**src/rtl/sonar_echo_emulator.sv**
```systemverilog
// ---------------------------------------------------------------------------
// sonar_echo_emulator
//
// Responder side of the ultrasonic ranging trigger/echo protocol. Watches the
// trigger line, qualifies its high time, waits out the acoustic-burst
// interval, drives echo high for a programmed width, then enforces a dead
// time before another shot can be accepted.
//
// Ports:
//   clk          in   system clock (50 MHz)
//   reset        in   asynchronous active-high reset
//   trigger      in   shot request from the sonar controller (asynchronous)
//   echo_cycles  in   [31:0] desired echo width, sampled when a shot is accepted
//   target_valid in   1 = object present, 0 = no return (timeout width used)
//   echo         out  emulated echo pulse (registered)
//   busy         out  high in every state except IDLE (registered)
//   trig_err     out  one-cycle pulse when a trigger high is too short
//   shot_count   out  [15:0] accepted shots, wraps modulo 2^16
// ---------------------------------------------------------------------------
module sonar_echo_emulator #(
   parameter logic [31:0] MIN_TRIG_CYCLES = 32'd500,
   parameter logic [31:0] BURST_CYCLES    = 32'd10000,
   parameter logic [31:0] TIMEOUT_CYCLES  = 32'd1900000,
   parameter logic [31:0] HOLDOFF_CYCLES  = 32'd3000000
) (
   input  logic        clk,
   input  logic        reset,
   input  logic        trigger,
   input  logic [31:0] echo_cycles,
   input  logic        target_valid,
   output logic        echo,
   output logic        busy,
   output logic        trig_err,
   output logic [15:0] shot_count
);

   typedef enum logic [2:0] {
      ST_IDLE      = 3'd0,
      ST_TRIG_HIGH = 3'd1,
      ST_BURST     = 3'd2,
      ST_ECHO      = 3'd3,
      ST_HOLDOFF   = 3'd4
   } state_t;

   state_t      state_r;
   logic        sync1_r;
   logic        sync2_r;
   logic        level_r;
   logic        rise_r;
   logic        fall_r;
   logic [31:0] hi_cnt_r;
   logic [31:0] cnt_r;
   logic [31:0] width_r;
   logic [31:0] hi_next_s;
   logic [31:0] width_s;

   // Trigger synchronizer plus registered edge events; both events come from
   // the single synchronized bit, so rise and fall can never coincide.
   always_ff @(posedge clk or posedge reset) begin
      if (reset) begin
         sync1_r <= 1'b0;
         sync2_r <= 1'b0;
         level_r <= 1'b0;
         rise_r  <= 1'b0;
         fall_r  <= 1'b0;
      end else begin
         sync1_r <= trigger;
         sync2_r <= sync1_r;
         level_r <= sync2_r;
         rise_r  <= sync2_r & ~level_r;
         fall_r  <= ~sync2_r & level_r;
      end
   end

   // Trigger high-time including the current cycle, saturating at the minimum.
   // Counting the fall cycle makes a pulse of exactly MIN_TRIG_CYCLES valid.
   always_comb begin
      if (hi_cnt_r >= MIN_TRIG_CYCLES) begin
         hi_next_s = MIN_TRIG_CYCLES;
      end else begin
         hi_next_s = hi_cnt_r + 32'd1;
      end
   end

   // Echo width chosen at shot acceptance: timeout when no target or a zero
   // request, otherwise the request clamped to the timeout.
   always_comb begin
      if (!target_valid || (echo_cycles == 32'd0)) begin
         width_s = TIMEOUT_CYCLES;
      end else if (echo_cycles > TIMEOUT_CYCLES) begin
         width_s = TIMEOUT_CYCLES;
      end else begin
         width_s = echo_cycles;
      end
   end

   // Shot sequencer with registered echo/busy/trig_err/shot_count.
   always_ff @(posedge clk or posedge reset) begin
      if (reset) begin
         state_r    <= ST_IDLE;
         hi_cnt_r   <= 32'd0;
         cnt_r      <= 32'd0;
         width_r    <= 32'd0;
         echo       <= 1'b0;
         busy       <= 1'b0;
         trig_err   <= 1'b0;
         shot_count <= 16'd0;
      end else begin
         trig_err <= 1'b0;
         case (state_r)
            ST_IDLE: begin
               if (rise_r) begin
                  hi_cnt_r <= 32'd0;
                  busy     <= 1'b1;
                  state_r  <= ST_TRIG_HIGH;
               end
            end
            ST_TRIG_HIGH: begin
               hi_cnt_r <= hi_next_s;
               if (fall_r) begin
                  if (hi_next_s >= MIN_TRIG_CYCLES) begin
                     width_r    <= width_s;
                     shot_count <= shot_count + 16'd1;
                     cnt_r      <= 32'd0;
                     state_r    <= ST_BURST;
                  end else begin
                     trig_err <= 1'b1;
                     busy     <= 1'b0;
                     state_r  <= ST_IDLE;
                  end
               end
            end
            ST_BURST: begin
               if (cnt_r == (BURST_CYCLES - 32'd1)) begin
                  cnt_r   <= 32'd0;
                  echo    <= 1'b1;
                  state_r <= ST_ECHO;
               end else begin
                  cnt_r <= cnt_r + 32'd1;
               end
            end
            ST_ECHO: begin
               // width_r is never zero, so width_r - 1 cannot underflow.
               if (cnt_r == (width_r - 32'd1)) begin
                  cnt_r   <= 32'd0;
                  echo    <= 1'b0;
                  state_r <= ST_HOLDOFF;
               end else begin
                  cnt_r <= cnt_r + 32'd1;
               end
            end
            ST_HOLDOFF: begin
               if (cnt_r == (HOLDOFF_CYCLES - 32'd1)) begin
                  cnt_r   <= 32'd0;
                  busy    <= 1'b0;
                  state_r <= ST_IDLE;
               end else begin
                  cnt_r <= cnt_r + 32'd1;
               end
            end
            default: begin
               cnt_r   <= 32'd0;
               echo    <= 1'b0;
               busy    <= 1'b0;
               state_r <= ST_IDLE;
            end
         endcase
      end
   end

endmodule

```
**config.mk**
```make
export PLATFORM = sky130hd
export DESIGN_NAME = sonar_echo_emulator
export DESIGN_NICKNAME = d
export VERILOG_FILES = /design/src/rtl/sonar_echo_emulator.sv
export SDC_FILE = /design/constraint.sdc
export NUM_CORES = 1
export LEC_CHECK = 0
export ABC_AREA = 1
export BUFFER_PORTS_ARGS = -buffer_cell sky130_fd_sc_hd__buf_2
export CAP_MARGIN = 20
export CORE_MARGIN = 4
export CORE_UTILIZATION = 45
export CTS_BUF_LIST = sky130_fd_sc_hd__clkbuf_4
export DETAILED_ROUTE_END_ITERATION = 10
export SYNTH_ARGS = -nofsm -noshare
export SYNTH_HDL_FRONTEND = slang
export SYNTH_SLANG_ARGS = --single-unit
```
**constraint.sdc**
```tcl
create_clock -name clk -period 4.47 [get_ports clk]
set_input_delay 0.447 -clock clk [delete_from_list [all_inputs] [get_ports clk]]
set_output_delay 0.447 -clock clk [all_outputs]
set_load 0.02 [all_outputs]
```
==> results.toml, run 1 <==
[run_status]
status = "finished, violations left"
violations = "design-rule violations"

[clocking]
numCtsBuffers = 17
cts_max_level = 4
cts_tree = "done"
clock_path_buffers = 2
hold_buffers = 2
cts.sinks = 123
clk_latency_ns = 0.54
root_buffer = "clkbuf_4"
cts_resized = 0
clk_pin_slew_ns = 0.13
postCtsSetupBuffers = 0

[logic_synthesis]
synth-simple-area-share = 0.380
synth_cells = 1122
synth_fa_ha_area_frac = 0.00806
ys_types = 38
synth_fp_nets = 1163
muxShareOfSynthArea = 0
yosys_warnings = 0
yosysTopAreaCell = "dfrtp_1"
ys_ff_latch = 123
netlist.area_leader.share = 0.397
seq_area_frac_synth = 0.397
syn-cell-area_mm2 = 0.00776
synth_compound_area_frac = 0.0414
avgSynthCellArea_um2 = 6.92
synth_top_family_by_area = "simple AND/OR/NAND/NOR gates"
netlist_top_cells_area = "dfrtp_1 (40%), nand2_1 (17%), inv_1 (7.5%), nor2_1 (6.9%), xor2_1 (4.5%)"
synth_xor_area_frac = 0.0734

[power_and_ir_drop]
ir_drop_mv = 0.233
p_clk_frac = 0.362
p_comb_frac = 0.139
p_sw_frac = 0.321
power_frac_seq = 0.500
switchingPower_mw = 0.752
power_per_cell_area_mw_per_mm2 = 276
internal-power_mw = 1.59
power_leakage_nw = 4.32

[setup_path]
worstPathArrival_ns = 3.10
crit_type = "register to register"
required_ns = 4.91
crit_fanout = 43
ff2ff_setup_slack_ns = 1.81
worst_setup_path_start_kind = "register"
endpoint_kind = "register"

[sta]
rsz0062_at_grt = "no"
hold_viol = 0
worst_pin_slew_ns = 1.06
setup_viol_count_final = 0
fin_tns_setup_ns = 0
worst_slack_ns = 1.81
drv_slew = 0
finalClockSkew_ns = 0.0264
finalCriticalPeriod_ns = 2.66
slew-limit-headroom = 0.283
hold_ws_ns = 0.197
period_share = 0.595
fmax_mhz = 376

[route]
drc = 1
wl_per_cell_um = 13.0
vias = 6851
vias_per_cell = 4.89
dr.pass1.iters = 8
drtIter0Drc = 339
ant_nets = 0
wirelength_um = 18200

[placement]
dpl.cell_count = 1365
place_ws_ns = 1.77
hpwl_um = 13700
gp_congestion = 0.849
numPortBuffers = 54

[finish]
synthToLayoutAreaGrowth_pct = 9.45
stdcell_count = 1400
drive_gt1_frac = 0.109
nets = 1207

[hold_path]
hold_path_class = "primary input to register"

[grt]
grt_max_degree = 49
first_global_vias = 6794
grt_pass1_wl_um = 32000
grtUsageTotal = 0.198
grt.overflow.total = 0
antenna_found_initial = 1

[floorplan]
die_y_um = 139
start_util = 0.463
fp.dieW_um = 139
ios = 55
fp.dieArea_mm2 = 0.0194
core.rowCount = 47
core_mm2 = 0.0168

[run]
cap_violations = 0
cell usage after synthesis:
cell,number
xor2_1,40
nand3b_1,8
inv_1,156
nor2_1,142
o21bai_1,2
nand3_2,2
a211oi_2,1
o31ai_1,1
a41oi_1,1
dfrtp_1,123
nor3_1,26
or4_1,1
a21oi_1,10
o211ai_1,1
o21ai_0,27
nor3_2,2
nor2_4,6
or2_2,1
buf_4,2
o22ai_1,2
nor2_2,12
o21ai_1,9
ha_1,5
clkbuf_2,1
nand4_1,35
inv_2,1
nand2_1,360
xnor2_1,25
nand3_4,1
nand3_1,63
buf_6,3
clkbuf_1,16
nand2_2,8
a311oi_1,1
buf_2,15
nor4_1,9
nor2_8,1
a31oi_1,3
critical path, stage by stage (launching register included):
cell	delay (ns)
dfrtp_1	0.44
nand2_1	0.11
nor3_2	0.19
nand2_1	0.09
nand3_1	0.09
nor2_2	0.10
nand3_1	0.11
nand3_1	0.10
nor2_1	0.15
nand2_1	0.10
nor2_4	0.08
buf_4	0.37
inv_2	0.33
o21ai_0	0.24
nand2_1	0.07
path summary, 6_finish.rpt:
| check | start | end | depth (start not counted) |
|---|---|---|---|
| setup / recovery | hi_cnt_r[4] | shot_count[9] | 14 |
| hold / removal | echo_cycles[4] | width_r[4] | 3 |
| setup reg to reg | hi_cnt_r[4] | shot_count[9] | 14 |
| hold reg to reg | sync1_r | sync2_r | 0 |
| max in group asynchronous | reset | cnt_r[14] | 4 |
| min in group asynchronous | reset | shot_count[8] | 3 |
kinds of logic (layout without fill, tap and decap cells):
logic type,after synthesis,in the layout
XOR/XNOR,65,65
buffers and inverters,194,251
AO/OA/AOI/OAI,58,58
other,0,1
flip-flops,123,123
AND/OR/NAND/NOR,677,677
adder cells (fa/ha/maj),5,5
per-layer routing:
| layer | up-vias | global-route usage | routed length, um |
|---|---|---|---|
| li1 | 3585 | - | - |
| met1 | 3143 | 0.272 | 8860 |
| met2 | 108 | 0.311 | 8240 |
| met3 | 15 | 0.0504 | 832 |
| met4 | 0 | 0.0561 | 270 |
| met5 | - | 0 | 0 |
through the flow:
step	total power [mW]	cell area, um2	utilization
2_1_floorplan	1.42	7760	-
3_3_place_gp	1.52	8160	0.487
3_5_place_dp	1.52	8160	0.487
4_1_cts	2.38	8490	0.507
5_1_grt	2.48	8490	0.507
6_report	2.34	8490	0.507
layout make-up:
type / instances / area, um2
Fill cell: 1737 / 8270
Multi-Input combinational cell: 805 / 3900
Sequential cell: 123 / 3080
Inverter: 157 / 592
Timing Repair Buffer: 62 / 335
Tap cell: 220 / 275
Clock inverter: 15 / 179
Clock buffer: 17 / 128
Antenna cell: 1 / 2.50
placed cells by master (no fill, tap or decap), types with 3 or more instances in the layout:
cell type | Yosys | final
inv_1 | 156 | 155
nor4_1 | 9 | 9
nand3_1 | 63 | 63
xor2_1 | 40 | 40
nor3_1 | 26 | 26
clkbuf_4 | 0 | 17
buf_2 | 15 | 54
nor2_1 | 142 | 142
a31oi_1 | 3 | 3
nand3b_1 | 8 | 8
ha_1 | 5 | 5
buf_4 | 2 | 6
nand2_1 | 360 | 360
a21oi_1 | 10 | 10
dfrtp_1 | 123 | 123
o21ai_0 | 27 | 27
nor2_4 | 6 | 6
clkinv_4 | 0 | 3
xnor2_1 | 25 | 25
inv_6 | 0 | 4
nand4_1 | 35 | 35
nand2_2 | 8 | 8
nor2_2 | 12 | 12
inv_8 | 0 | 4
o21ai_1 | 9 | 9
sequential cells by signal, summed over array words and instances, names as in the netlist:
name and count:
busy 1, cnt_r 32, echo 1, fall_r 1, hi_cnt_r 32, level_r 1
rise_r 1, shot_count 16, state_r 3, sync1_r 1, sync2_r 1, trig_err 1
width_r 32
power by group through the flow:
stage / clock network, mW / logic [mW] / registers [mW]
2_1_floorplan: 0 / 0.228 / 1.20
3_3_place_gp: 0 / 0.326 / 1.19
3_5_place_dp: 0 / 0.328 / 1.19
4_1_cts: 0.879 / 0.330 / 1.17
5_1_grt: 0.931 / 0.368 / 1.18
6_report: 0.848 / 0.325 / 1.17
Note: power is estimated with default switching activity, not from simulation.
==> run 2: changes to the inputs <==
Settings changed: ABC_AREA 1 to 0, PLACE_DENSITY set to 0.65.
Clock period 4.47 ns to 2.2 ns, I/O delays scaled along.
==> results.toml, run 2 <==
[run_status]
status = "finished, violations left"
violations = "negative setup slack"

[route]
vias_per_cell = 5.63
ant_nets = 0
wirelength_um = 22200
wl_per_cell_um = 17.6
vias = 7127
drtIter0Drc = 698
drc = 0
dr.pass1.iters = 5

[placement]
gp_congestion = 0.960
numPortBuffers = 54
hpwl_um = 13900
place_area_mm2 = 0.00874

[hold_path]
hold_path_class = "primary input to register"
min_delay_path_depth = 2

[grt]
grt.overflow.total = 0
grt_max_degree = 124
antenna_found_initial = 2
grtUsageTotal = 0.251
first_global_vias = 7175
grt_pass1_wl_um = 35900

[logic_synthesis]
avgSynthCellArea_um2 = 8.81
ys_ff_latch = 123
async_reset_ff_frac = 1.00
ys.flop_type = "dfrtp_1"
synth_edf_count = 0
yosysTopAreaCell = "dfrtp_1"
synth_most_common_cell = "dfrtp_1"
seq_area_frac_synth = 0.435
netlist.area_leader.share = 0.435
yosys_warnings = 0
syn-cell-area_mm2 = 0.00707
netlist_top_cells_count = "dfrtp_1 (123), nand2_1 (99), nor2_1 (64), o21ai_0 (45), and2_1 (42)"
synth_fp_nets = 843
synth_cells = 802
netlist_top_cells_area = "dfrtp_1 (44%), nand2_1 (5.3%), xnor2_1 (4.8%), and2_1 (3.7%), nor2_1 (3.4%)"
ys_types = 66

[sta]
fmax_mhz = 295
finalCriticalPeriod_ns = 3.39
hold_viol = 0
finalClockSkew_ns = 0.0226
worst_slack_ns = -1.19
period_share = 1.54
worst_pin_slew_ns = 0.682
rsz0062_at_grt = "yes"
slew-limit-headroom = 0.545
setup_viol_count_final = 85
hold_ws_ns = 0.283
drv_slew = 0

[clocking]
cts_max_level = 4
root_buffer = "clkbuf_4"
clock_path_buffers = 2
clk_latency_ns = 0.59
cts_tree = "done"
cts.sinks = 123
clk_pin_slew_ns = 0.13
numCtsBuffers = 17

[finish]
final_common_cell = "buf_4"
postLayoutCellArea_mm2 = 0.0104
reg_top3 = "cnt_r (32), hi_cnt_r (32), width_r (32)"
synthToLayoutAreaGrowth_pct = 47.2
final_cell_mix = "buf_4 (162), dfrtp_1 (120), nand2_1 (73)"
nets = 1081
nFillCells = 1179
drive_gt1_frac = 0.385
seq_area_mm2 = 0.00308
multi_input_area_mm2 = 0.00441

[run]
cap_violations = 0

[floorplan]
core.rowCount = 45
core_mm2 = 0.0153
start_util = 0.462
fp.dieArea_mm2 = 0.0178
fp.dieW_um = 133
ios = 55
die_y_um = 133

[power_and_ir_drop]
ir_drop_mv = 0.510
power_leakage_nw = 4.86
power_per_cell_area_mw_per_mm2 = 475

[setup_path]
crit_fanout = 13
required_ns = 2.69
crit_type = "register to register"
worst_r2r_path_depth = 15
endpoint_kind = "register"
worst_setup_path_start_kind = "register"
worstPathArrival_ns = 3.87
run 2: cell types whose count changed after synthesis, sizes merged, moves of 17 or more:
cell and change:
and2 +42, clkbuf +22, inv -134, nand2 -269
nand3 -28, nor2 -97, nor4 +17, or3 +21
xor2 -20
run 2: metrics by stage:
stage / setup WS (ns) / setup TNS (ns) / cells / util / total power, mW
after CTS: -1.06 / -48.15 / 1261 / 0.663 / 4.92
after global placement: -1.09 / -43.52 / 1178 / 0.571 / 3.01
final: -1.19 / -55.52 / 1267 / 0.679 / 4.94
after global routing: -1.36 / -65.48 / 1266 / 0.679 / 5.16
after floorplan: -1.03 / -34.17 / 802 / - / 2.78
after detailed placement: -1.21 / -49.50 / 1178 / 0.571 / 3.03
run 2: worst paths after layout:
check,from,to,slack (ns)
max in group asynchronous,reset,cnt_r[11],1.29
worst max register to register,width_r[0],cnt_r[23],-1.19
worst min-delay path,trigger,sync1_r,0.28
min in group asynchronous,reset,width_r[18],0.34
worst max-delay path,width_r[0],cnt_r[23],-1.19
worst min register to register,sync1_r,sync2_r,0.37
run 2: where the power goes:
group | switching, mW | internal (mW) | total (mW)
clock | 0.996 | 0.829 | 1.83
combinational | 0.422 | 0.318 | 0.740
sequential | 0.0618 | 2.31 | 2.38
total | 1.48 | 3.46 | 4.94
run 2: metal layers:
metal  global-route usage  share of wire
met3               0.0642          0.056
met2                0.406           0.49
met4                0.102          0.037
met5                    0              0
met1                0.322           0.42
run 2: cell type report:
class / count / share of cell area
clock inverter: 14 / 0.0179
multi-input combinational: 606 / 0.424
antenna: 3 / 0.000722
clock buffer: 18 / 0.0130
sequential: 123 / 0.296
timing repair buffer: 269 / 0.214
tap: 211 / 0.0254
inverter: 23 / 0.00866
run 2: repair_timing:
item                       in CTS  in global routing
buffers inserted               23                  7
setup endpoints to repair      85                 85
hold endpoints to repair      145                  0
cloned                          8                  0
pin swaps                      58                 31
hold buffers                   23                  0
resized for setup             134                 60
run 2: cells by family after synthesis:
kind of cell | count (synthesis) | share of synthesized area
mux | 7 | 0.0104
xor+xnor | 59 | 0.0731
flops | 123 | 0.435
fa+ha+maj | 5 | 0.00885
simple gates | 390 | 0.290
buf+inv | 73 | 0.0439
compound gates | 145 | 0.138
run 2: critical path, cell delays in order, from the launching register on:
cell	delay (ns)
dfrtp_2	0.45
inv_2	0.06
ha_4	0.16
nor3b_4	0.15
buf_4	0.15
buf_4	0.13
a2111oi_2	0.37
a31oi_1	0.10
o41ai_2	0.25
a31oi_1	0.13
nor4_2	0.36
nand4_2	0.17
a21boi_4	0.31
buf_12	0.17
nor2_1	0.05
a211o_1	0.27
==> run 3: changes to the inputs <==
==> constraint.sdc (replaced) <==
create_clock -name clk -period 2.2 [get_ports clk]
set_input_delay 0.55 -clock clk [delete_from_list [all_inputs] [get_ports clk]]
set_output_delay 0.55 -clock clk [all_outputs]
set_load 0.02 [all_outputs]
==> results.toml, run 3 (synthesis results as in run 2) <==
[clocking]
cts.sinks = 123
clk_latency_ns = 0.58
root_buffer = "clkbuf_4"
clock_path_buffers = 2
clk_pin_slew_ns = 0.13
numCtsBuffers = 17
cts_tree = "done"
cts_max_level = 4

[grt]
grt_max_degree = 51
antenna_found_initial = 1
grt.overflow.total = 0
first_global_vias = 6921
grtUsageTotal = 0.232
grt_pass1_wl_um = 33400

[route]
wirelength_um = 20800
ant_nets = 0
dr.pass1.iters = 6
vias = 6977
drtIter0Drc = 521
vias_per_cell = 5.63
wl_per_cell_um = 16.8
drc = 0

[finish]
reg_top3 = "cnt_r (32), hi_cnt_r (32), width_r (32)"
drive_gt1_frac = 0.375
final_common_cell = "buf_4"
synthToLayoutAreaGrowth_pct = 41.2
final_cell_mix = "buf_4 (161), dfrtp_1 (122), nand2_1 (75)"
nFillCells = 1237
nets = 1056

[setup_path]
crit_fanout = 13
crit_type = "register to register"
endpoint_kind = "register"
worstPathArrival_ns = 3.77
worst_r2r_path_depth = 13
crit_path_cell_trace = "or4_4 -> buf_4 -> xnor2_1 -> a31oi_1 -> o41ai_1 -> a31oi_1 -> nor4_2 -> nand4_2 -> a21boi_4 -> buf_4 -> clkbuf_16 -> o21bai_1 -> a21o_1"
startpoint = "width_r[0]"
required_ns = 2.68
worst_setup_path_start_kind = "register"
critPathTopFamily = "simple AND/OR/NAND/NOR gates"
crit_cells = 13
max_stage_delay_ns = 0.58
slowest_stage = "or4_4"
r2r_start = "width_r[0]"
worst-path-buf-inv = 3

[floorplan]
ios = 55
core_mm2 = 0.0153
fp.dieArea_mm2 = 0.0178
fp.dieW_um = 133
start_util = 0.462
die_y_um = 133
core.rowCount = 45

[hold_path]
worst_hold_startpoint = "trigger"
hold_path_class = "primary input to register"
min_delay_path_depth = 1

[sta]
period_share = 1.49
rsz0062_at_grt = "yes"
slew-limit-headroom = 0.629
setup_viol_count_final = 85
fmax_mhz = 304
drv_slew = 0
hold_viol = 0
worst_pin_slew_ns = 0.553
finalCriticalPeriod_ns = 3.29
finalClockSkew_ns = 0.0208
hold_ws_ns = 0.0830
worst_slack_ns = -1.09

[power_and_ir_drop]
power_per_cell_area_mw_per_mm2 = 456
power_mw = 4.55
power_leakage_nw = 4.69
ir_drop_mv = 0.416

[placement]
hpwl_um = 14200
numPortBuffers = 54
gp_congestion = 0.969

[run]
cap_violations = 0

[run_status]
status = "finished, violations left"
violations = "negative setup slack"
-- run 3: cell count changes in the layout (fill, tap and decap cells not counted), sizes merged --
cell and delta:
buf -7, bufbuf +1, bufinv -2, clkbuf +3
clkinv +2, clkinvlp +2, diode -2, dlygate4sd3 -22
inv -2
-- run 3: layer usage --
metal | vias to the layer above | GRT usage | wire [um]
met2 | 210 | 0.385 | 10400
met3 | 57 | 0.0495 | 1030
met5 | - | 0 | 0
met1 | 3423 | 0.290 | 8780
met4 | 0 | 0.114 | 617
li1 | 3287 | - | -
-- run 3: final timing paths --
kind                       slack (ns)           to
max in group asynchronous        1.08  width_r[26]
min                              0.08      sync1_r
max reg2reg                     -1.09    cnt_r[10]
min reg2reg                      0.38      sync2_r
min in group asynchronous        0.53  width_r[11]
max                             -1.09    cnt_r[10]
-- run 3: layout make-up --
cell class | instances | area [um2] | share of cell area
clock inverter | 14 | 121 | 0.0122
clock buffer | 18 | 135 | 0.0135
inverter | 23 | 90.1 | 0.00903
multi-input combinational | 606 | 4270 | 0.428
antenna | 1 | 2.50 | 0.000251
tap | 211 | 264 | 0.0265
timing repair buffer | 244 | 2010 | 0.202
sequential | 123 | 3080 | 0.309
-- run 3: where the power goes --
part	leakage [nW]	switching [mW]	internal, mW
Sequential	1.59	0.0556	2.32
Clock	0.139	0.920	0.573
Combinational	2.96	0.406	0.284
Total	4.69	1.38	3.17
-- run 3: timing repair --
action	CTS	global route
resized for setup	90	68
hold endpoints to repair	13	0
pin swaps	16	23
buffers inserted	12	8
cloned	6	4
endpoints found under the setup margin	85	85
hold buffers	1	0
-- run 3: stage by stage --
| step | setup slack [ns] | util | instances | cell area (um2) | setup TNS (ns) |
|---|---|---|---|---|---|
| 3_3_place_gp | -1.08 | 0.572 | 1180 | 8770 | -44.08 |
| 3_5_place_dp | -1.23 | 0.572 | 1180 | 8770 | -53.89 |
| 5_1_grt | -1.21 | 0.652 | 1240 | 9980 | -62.39 |
| 6_report | -1.09 | 0.652 | 1240 | 9980 | -52.59 |
| 2_1_floorplan | -1.03 | - | 802 | 7180 | -34.17 |
| 4_1_cts | -1.06 | 0.626 | 1229 | 9590 | -49.10 |
-- run 3: worst reg2reg max path, cell delays in order (launching register included) --
cell,delay (ns)
dfrtp_1,0.42
or4_4,0.59
buf_4,0.17
xnor2_1,0.17
a31oi_1,0.12
o41ai_1,0.29
a31oi_1,0.12
nor4_2,0.33
nand4_2,0.17
a21boi_4,0.25
buf_4,0.18
clkbuf_16,0.17
o21bai_1,0.07
a21o_1,0.16
